[src/rtl/filtro_pkg.sv]
// Shared definitions for the filtro RAM filter sequencer: filter mode codes and FSM states.
package filtro_pkg;

  localparam logic [1:0] MODE_PASS   = 2'd0;
  localparam logic [1:0] MODE_SMOOTH = 2'd1;
  localparam logic [1:0] MODE_EDGE   = 2'd2;
  localparam logic [1:0] MODE_INV    = 2'd3;

  typedef enum logic [2:0] {
    ST_IDLE  = 3'd0,
    ST_READ  = 3'd1,
    ST_WAIT  = 3'd2,
    ST_WRITE = 3'd3,
    ST_FIN   = 3'd4
  } filtro_state_e;

endpackage

[src/rtl/filtro_kernel3.sv]
// Combinational causal 3-tap kernel: a = x[i-2], b = x[i-1], c = x[i].
module filtro_kernel3
  import filtro_pkg::*;
#(
  parameter int DATA_W = 8
) (
  input  logic [DATA_W-1:0] a_i,
  input  logic [DATA_W-1:0] b_i,
  input  logic [DATA_W-1:0] c_i,
  input  logic [1:0]        mode_i,
  output logic [DATA_W-1:0] y_o
);

  logic [DATA_W+1:0] sum;
  logic [DATA_W:0]   diff;
  logic [DATA_W:0]   diff_abs;

  // Two guard bits keep a+2b+c exact; one extra bit makes the difference sign visible.
  assign sum      = {2'b00, a_i} + {1'b0, b_i, 1'b0} + {2'b00, c_i};
  assign diff     = {1'b0, c_i} - {1'b0, a_i};
  assign diff_abs = diff[DATA_W] ? -diff : diff;

  always_comb begin
    y_o = c_i;
    unique case (mode_i)
      MODE_PASS:   y_o = c_i;
      MODE_SMOOTH: y_o = DATA_W'(sum >> 2);
      MODE_EDGE:   y_o = DATA_W'(diff_abs);
      MODE_INV:    y_o = ~c_i;
      default:     y_o = c_i;
    endcase
  end

endmodule

[src/rtl/filtro_ram_seq.sv]
// RAM-to-RAM 3-tap filter sequencer (READ/WAIT/WRITE per sample).
// Optional cycle counter enabled by defining FILTRO_PERF_EN.
module filtro_ram_seq
  import filtro_pkg::*;
#(
  parameter int DATA_W = 8,
  parameter int ADDR_W = 32,
  parameter int LEN_W  = 16
) (
  input  logic              clk,
  input  logic              rst_n,
  input  logic              start,
  input  logic [ADDR_W-1:0] src_base,
  input  logic [ADDR_W-1:0] dst_base,
  input  logic [LEN_W-1:0]  length,
  input  logic [1:0]        mode,
  output logic              mem_RE,
  output logic              mem_WE,
  output logic [ADDR_W-1:0] mem_addr,
  output logic [DATA_W-1:0] mem_wdata,
  input  logic [DATA_W-1:0] mem_rdata,
  output logic              busy,
  output logic              done,
  output logic [31:0]       cycle_count
);

  filtro_state_e state_q, state_d;

  logic [ADDR_W-1:0] src_q, dst_q;
  logic [LEN_W-1:0]  len_q, idx_q;
  logic [1:0]        mode_q;
  logic [DATA_W-1:0] a_q, b_q, c_q;
  logic [DATA_W-1:0] kernel_y;
  logic              accept;
  logic              last_idx;

  assign accept   = (state_q == ST_IDLE) && start;
  assign last_idx = (idx_q == len_q - LEN_W'(1));

  always_ff @(posedge clk or negedge rst_n) begin
    if (!rst_n) state_q <= ST_IDLE;
    else        state_q <= state_d;
  end

  always_comb begin
    state_d = state_q;
    unique case (state_q)
      ST_IDLE:  if (start) state_d = (length == '0) ? ST_FIN : ST_READ;
      ST_READ:  state_d = ST_WAIT;
      ST_WAIT:  state_d = ST_WRITE;
      ST_WRITE: state_d = last_idx ? ST_FIN : ST_READ;
      ST_FIN:   state_d = ST_IDLE;
      default:  state_d = ST_IDLE;
    endcase
  end

  always_comb begin
    mem_RE    = 1'b0;
    mem_WE    = 1'b0;
    mem_addr  = '0;
    mem_wdata = '0;
    busy      = 1'b0;
    done      = 1'b0;
    unique case (state_q)
      ST_READ: begin
        mem_RE   = 1'b1;
        mem_addr = src_q + ADDR_W'(idx_q);
        busy     = 1'b1;
      end
      ST_WAIT: busy = 1'b1;
      ST_WRITE: begin
        mem_WE    = 1'b1;
        mem_addr  = dst_q + ADDR_W'(idx_q);
        mem_wdata = kernel_y;
        busy      = 1'b1;
      end
      ST_FIN:  done = 1'b1;
      default: ;
    endcase
  end

  // Window: first sample is replicated into a and b so the filter sees a flat history.
  always_ff @(posedge clk or negedge rst_n) begin
    if (!rst_n) begin
      src_q  <= '0;
      dst_q  <= '0;
      len_q  <= '0;
      mode_q <= MODE_PASS;
      idx_q  <= '0;
      a_q    <= '0;
      b_q    <= '0;
      c_q    <= '0;
    end else begin
      if (accept) begin
        src_q  <= src_base;
        dst_q  <= dst_base;
        len_q  <= length;
        mode_q <= mode;
        idx_q  <= '0;
      end
      if (state_q == ST_WAIT) begin
        c_q <= mem_rdata;
        if (idx_q == '0) begin
          a_q <= mem_rdata;
          b_q <= mem_rdata;
        end
      end
      if (state_q == ST_WRITE) begin
        a_q   <= b_q;
        b_q   <= c_q;
        idx_q <= idx_q + LEN_W'(1);
      end
    end
  end

  filtro_kernel3 #(.DATA_W(DATA_W)) u_kernel (
    .a_i    (a_q),
    .b_i    (b_q),
    .c_i    (c_q),
    .mode_i (mode_q),
    .y_o    (kernel_y)
  );

`ifdef FILTRO_PERF_EN
  logic [31:0] cnt_q;

  // Counts every non-idle cycle including FIN; saturates instead of wrapping.
  always_ff @(posedge clk or negedge rst_n) begin
    if (!rst_n)                                                cnt_q <= '0;
    else if (accept)                                           cnt_q <= '0;
    else if ((state_q != ST_IDLE) && (cnt_q != 32'hFFFF_FFFF)) cnt_q <= cnt_q + 32'd1;
  end

  assign cycle_count = cnt_q;
`else
  assign cycle_count = '0;
`endif

endmodule

[config.mk]
export PLATFORM = sky130hd
export DESIGN_NAME = filtro_ram_seq
export DESIGN_NICKNAME = d
export VERILOG_FILES = /design/src/rtl/filtro_pkg.sv /design/src/rtl/filtro_kernel3.sv /design/src/rtl/filtro_ram_seq.sv
export SDC_FILE = /design/constraint.sdc
export NUM_CORES = 1
export LEC_CHECK = 0
export CORE_UTILIZATION = 53
export DETAILED_ROUTE_END_ITERATION = 6
export GPL_TIMING_DRIVEN = 0
export PLACE_DENSITY = 0.81
export SYNTH_ARGS = -nofsm -noshare
export SYNTH_HDL_FRONTEND = slang
export SYNTH_SLANG_ARGS = --single-unit
[constraint.sdc]
create_clock -name clk -period 5.2 [get_ports clk]
set_input_delay 1.04 -clock clk [delete_from_list [all_inputs] [get_ports clk]]
set_output_delay 1.04 -clock clk [all_outputs]
set_load 0.02 [all_outputs]
== Word-level counts from Yosys, hierarchy flattened ==
Index checks and enable logic that the tools add are counted.

* Add/sub/neg operators: 8
* Multipliers: 0
* Divide/modulo/power cells: 0
* Magnitude comparators: 0
* Equal/unequal tests: 9
* Shift-type cells: 0
* Multiplexer cells: 18
* Bitwise logic cells: 1
* Reduce and logical (&&, ||, !) cells: 10

{| class="wikitable"
|+ Operator list
! operator !! number
|-
| $add 32x16->32 || 2
|-
| $pmux 32 s2 || 1
|-
| $mux 8 || 6
|-
| $logic_not 16->1 || 2
|-
| $mux 16 || 2
|-
| $pmux 8 s4 || 1
|-
| $add 16x1->16 const B || 1
|-
| $eq 16x16->1 || 1
|-
| $sub 16x1->16 const B || 1
|-
| $pmux 3 s4 || 1
|-
| $add 10x8->10 || 1
|-
| $add 8x9->10 || 1
|-
| $mux 3 || 3
|-
| $sub 8x8->9 || 1
|-
| $neg 8->8 || 1
|-
| $not 8->8 || 1
|-
| $eq 3x2->1 const B || 2
|-
| $reduce_bool 2->1 || 3
|-
| $eq 2x2->1 const B || 2
|-
| $mux 1 || 4
|-
| $eq 3x1->1 const B || 1
|-
| $eq 3x3->1 const B || 1
|-
| $logic_not 3->1 || 1
|-
| $reduce_or 3->1 || 1
|-
| other kinds (5) || 5
|}

* Register bits after elaboration: 125
* Latch bits: 0
* Memory bits (writable): 0
* ROM bits: 0
* Output and inout bits: 76
* Word-level logic and storage cells: 55
* Memories: 0

== Logic depth before layout (Yosys ltp) ==
* Word-level depth: 5
* Gate-level depth with buffers: 19
* Depth with buffers taken out: 14

== Cells and area by module ==
From an unflattened synthesis, not the netlist that was laid out.

* Cell total of the unflattened synthesis: 1135
* Area, all modules: 9098.7 µm²

{| class="wikitable"
|+ By module, submodules not included
! module !! instances !! cells an instance !! area an instance (µm²)
|-
| filtro_ram_seq || 1 || 987 || 7947.6
|-
| filtro_kernel3 || 1 || 148 || 1151.1
|}

== Worst setup path before layout ==
OpenSTA, ideal clock, no wires.

* Kind: reg-to-output
* Start point: register state_q[0]
* End point: output mem_addr[17]
* Data arrival time: 4.158 ns
* Slack: 0.002 ns
* Cell stages (with the launch flop): 19
* Cell sequence: dfrtp_1 -> buf_2 -> nand3b_1 -> inv_1 -> buf_2 -> buf_2 -> buf_2 -> buf_1 -> nand2_1 -> nand2_1 -> ha_1 -> a2111oi_0 -> a21oi_1 -> and2_1 -> nor2b_1 -> a211oi_2 -> buf_4 -> nor3_1 -> nor3b_1

* Cells in the longest elaborated chain, start to end: 2
* Elaborated cells on any way between the ends: 3

{| class="wikitable"
|+ Ends and longest elaborated chain
! item !! RTL line !! RTL
|-
| from (decl) || filtro_ram_seq.sv:27 || <nowiki>filtro_state_e state_q, state_d;</nowiki>
|-
| from (signal assigned) || filtro_ram_seq.sv:42 || <nowiki>else state_q <= state_d;</nowiki>
|-
| $eq 3x2->1 or $eq 3x1->1 (tied branches) || filtro_ram_seq.sv:64 || <nowiki>unique case (state_q)</nowiki>
|-
| $pmux 32 s2 * || filtro_ram_seq.sv:64 ||
|-
| to (decl) || filtro_ram_seq.sv:19 || <nowiki>output logic [ADDR_W-1:0] mem_addr,</nowiki>
|}

Every way passes the cells marked *; elsewhere a longest branch is shown, timed or not.

== Worst setup path in the final report ==
* Start point: register state_q[0]
* End point: output mem_addr[31]

The elaborated chain is that of the path after synthesis.

==> flow_summary.json <==
{
  "yosysWarnings": 0,
  "wl_um": 25850,
  "p_total_uw": 2523,
  "ios": 169,
  "synth_ff_type": "dfrtp_1",
  "max_stage_delay_ps": 400,
  "timing.hold.ws_ps": 473.5,
  "drive_above_1_share_pct": 13.08,
  "max_cap_violations": 0,
  "wl_per_cell_um": 16.72,
  "grt_max_degree": 65,
  "r2r_cells": 8,
  "vias_per_cell": 5.680,
  "start_util_pct": 55.13,
  "rsz0062_at_grt": "yes",
  "status": "completed",
  "rows": 46,
  "cts_buffers": 17,
  "crit_type": "flip-flop to output pin",
  "clk_pin_slew_worst_paths_ps": 60,
  "drt_iter0_drc": 830,
  "grt_pass1_vias": 8395,
  "detail-route-antenna-nets": 0,
  "cts_buffer_depth": 2,
  "synth_area_per_cell_um2": 7.990,
  "final_nets": 1456,
  "slew_headroom_pct": 31.40,
  "crit_family": "buffers and inverters",
  "hp-class": "flip-flop to flip-flop",
  "leakage_uw": 0.005420,
  "async_flop_share_pct": 100.0,
  "fin_ws_ps": 94.84,
  "met2_usage_pct": 50.09,
  "crit_path_frequent_cell": "buf_6",
  "cts_tree": "built",
  "worst_slew_pin_slew_ps": 1023,
  "skew_ps": 6.529,
  "max_freq_mhz": 195.9,
  "crit_chain": "buf_6 -> nand3b_1 -> inv_2 -> buf_6 -> buf_12 -> buf_4 -> buf_6 -> nand2_1 -> nand2_1 -> ha_1 -> a21o_1 -> a21oi_1 -> nor3b_2 -> a211oi_2 -> buf_4 -> nor4_1 -> mux2i_1 -> dlygate4sd2_1",
  "area_delta_synth_final_pct": 30.60,
  "crit_path_top_delay_cell": "ha_1",
  "cp-end-kind": "output pin",
  "fp.dieW_um": 131.5,
  "final_hold_viol_count": 0,
  "synth-seq-area-share_pct": 35.21,
  "synth-seq-cells": 125,
  "portBuffers": 136,
  "finalCritPeriodShare_pct": 98.18,
  "cts.sinks": 125,
  "startpoint": "state_q[0]",
  "grt_usage_pct": 30.17,
  "grt_pass1_wl_um": 41590,
  "antenna_found_initial": 0,
  "start_kind": "flip-flop",
  "htree_levels": 4,
  "syn_inst": 1112,
  "pre_cts_slack_ps": -1603,
  "finalCriticalPeriod_ps": 5105,
  "dieArea_um2": 17290,
  "cp.arrival_ps": 4070,
  "cts_root_buf": "clkbuf_16",
  "vias": 8781,
  "netlist_area_um2": 8885,
  "clkLatencyLatePin_ps": 420,
  "gr-total-overflow": 0,
  "synth_edf_count": 0,
  "setup_violations": 0,
  "path_buf_inv": 8,
  "busiest_layer": "met2",
  "holdPathEnd": "dst_q[9]",
  "die_h_um": 131.5,
  "final_max_slew_viol_count": 0,
  "gp_congestion": 0.9055,
  "regToRegStartpoint": "state_q[2]",
  "power_density_nw_per_um2": 217.4,
  "critPathRequiredTime_ps": 4160,
  "grt_use_met3_pct": 5.826,
  "reg2reg_slack_ps": 2380,
  "use_met1_pct": 38.80,
  "hp-start": "dst_q[9]",
  "dpl.hpwl_um": 18680,
  "cp_max_fo": 11,
  "coreArea_um2": 16120,
  "drc": 0,
  "hold_depth": 2,
  "ir_drop_mv": 0.2170,
  "r2r-end": "src_q[27]",
  "firstDrtPassIters": 6,
  "diodes": 0,
  "yosysUniqueCellTypes": 73
}
-- cell usage after synthesis (3+ instances only) --
cell	number	area, µm²
or4_1	4	30.03
a31oi_1	12	75.07
o211ai_1	4	30.03
buf_4	33	247.7
a311oi_1	4	35.03
ha_1	36	450.4
mux2_2	5	56.30
a21o_1	14	105.1
a21boi_0	3	22.52
or2_2	4	25.02
nor4_1	16	100.1
o21a_1	8	60.06
a21oi_1	24	120.1
xor2_1	18	157.7
buf_2	8	40.04
nand2_1	343	1287
dfrtp_1	125	3128
a22oi_1	3	22.52
xnor2_1	28	245.2
nand4_1	12	75.07
o21ai_0	66	330.3
nand2b_1	3	18.77
nor2_1	53	198.9
o22ai_1	4	25.02
nand3_1	27	135.1
nand3b_1	3	22.52
inv_1	38	142.6
and3_1	13	81.33
or3_1	6	37.54
o31ai_1	8	60.06
a211oi_1	11	82.58
nor3_1	24	120.1
clkbuf_1	36	135.1
fa_1	10	200.2
nor2b_1	11	68.82
and2_1	5	31.28
nor3b_1	5	37.54
mux2i_1	37	370.4
-- cells by family (layout without fill, tap and decap cells) --
group	count (synthesis)	in the layout	synth area share, %
AND/OR/NAND/NOR	543	543	27.36
AO/OA/AOI/OAI	190	190	13.89
flip-flops	125	125	35.21
buffers and inverters	118	305	6.661
XOR/XNOR	47	47	4.718
adder cells (fa/ha/maj)	46	46	7.323
multiplexers	42	42	4.802
other	1	32	0.04221
-- registers in the layout, indices dropped and copies added (netlist names) --
name and count:
a_q 8, b_q 8, c_q 8, dst_q 32
idx_q 16, len_q 16, mode_q 2, src_q 32
state_q 3
-- placed cells by master (no fill, tap or decap), drive strengths merged, types with 10 or more instances in the layout --
cell and instances:
nand2 344, conb 32, a211oi 13, and3 13, a21o 14, a31oi 12
nor4 19, nor2 53, dfrtp 125, ha 36, fa 10, clkdlybuf4s50 114
o21ai 68, nand4 12, mux2i 37, nor2b 11, xnor2 29, xor2 18
inv 42, a21oi 24, nor3 26, clkbuf 56, nand3 27, buf 77
-- area by class of cell --
type | instances | area [µm²]
Multi-Input combinational cell | 900 | 5469
Fill cell | 1265 | 4512
Sequential cell | 125 | 3128
Timing Repair Buffer | 158 | 1475
Buffer | 77 | 528.0
Clock buffer | 17 | 425.4
Tap cell | 216 | 270.3
Clock inverter | 15 | 165.2
Inverter | 38 | 142.6
-- how the worst max path moves through the flow --
stage / cells after the start / slack [ps] / endpoint
floorplan: 18 / 2 / mem_addr[17]
global placement: 1 / -1760 / len_q[10]
detailed placement: 19 / -1600 / mem_addr[28]
CTS: 18 / 10 / mem_addr[30]
global route: 12 / -130 / mem_wdata[5]
finish: 18 / 90 / mem_addr[31]
-- worst register-to-register path, delay by kind of cell, from the launching register on --
| kind | cells | cell delay [ps] |
|---|---|---|
| simple gates | 4 | 1110 |
| buf+inv | 4 | 1260 |
| flops | 1 | 410 |
-- power by group --
group	total [µW]	switching, µW	internal [µW]	leakage (µW)
Sequential	997	15.0	982	0.00164
Clock	1190	478	712	0.000277
Combinational	335	170	165	0.00350
-- metal layers --
metal / wire [µm] / vias to the layer above / part of all wire (%)
met5: 0 / - / 0
met4: 817 / 0 / 3.2
met3: 1951 / 79 / 7.5
met2: 12390 / 410 / 48
met1: 10690 / 4127 / 41
li1: - / 4165 / -
-- through the flow --
stage	instances	utilization, %	instance area [µm²]	setup TNS, ps
floorplan	1143	-	9001	0
global placement	1495	65.98	10630	-249590
detailed placement	1496	66.19	10670	-34680
CTS	1540	71.50	11520	0
global route	1546	72.00	11600	-162.6
finish	1546	72.00	11600	0
-- what timing repair did --
action,in CTS,in global routing
hold buffers,0,0
hold endpoints to repair,0,0
pin swaps,8,15
resized for setup,97,51
buffers inserted,12,8
setup endpoints to repair,32,27
gates cloned,1,0
No activity file was read; power rests on OpenSTA's default activity.
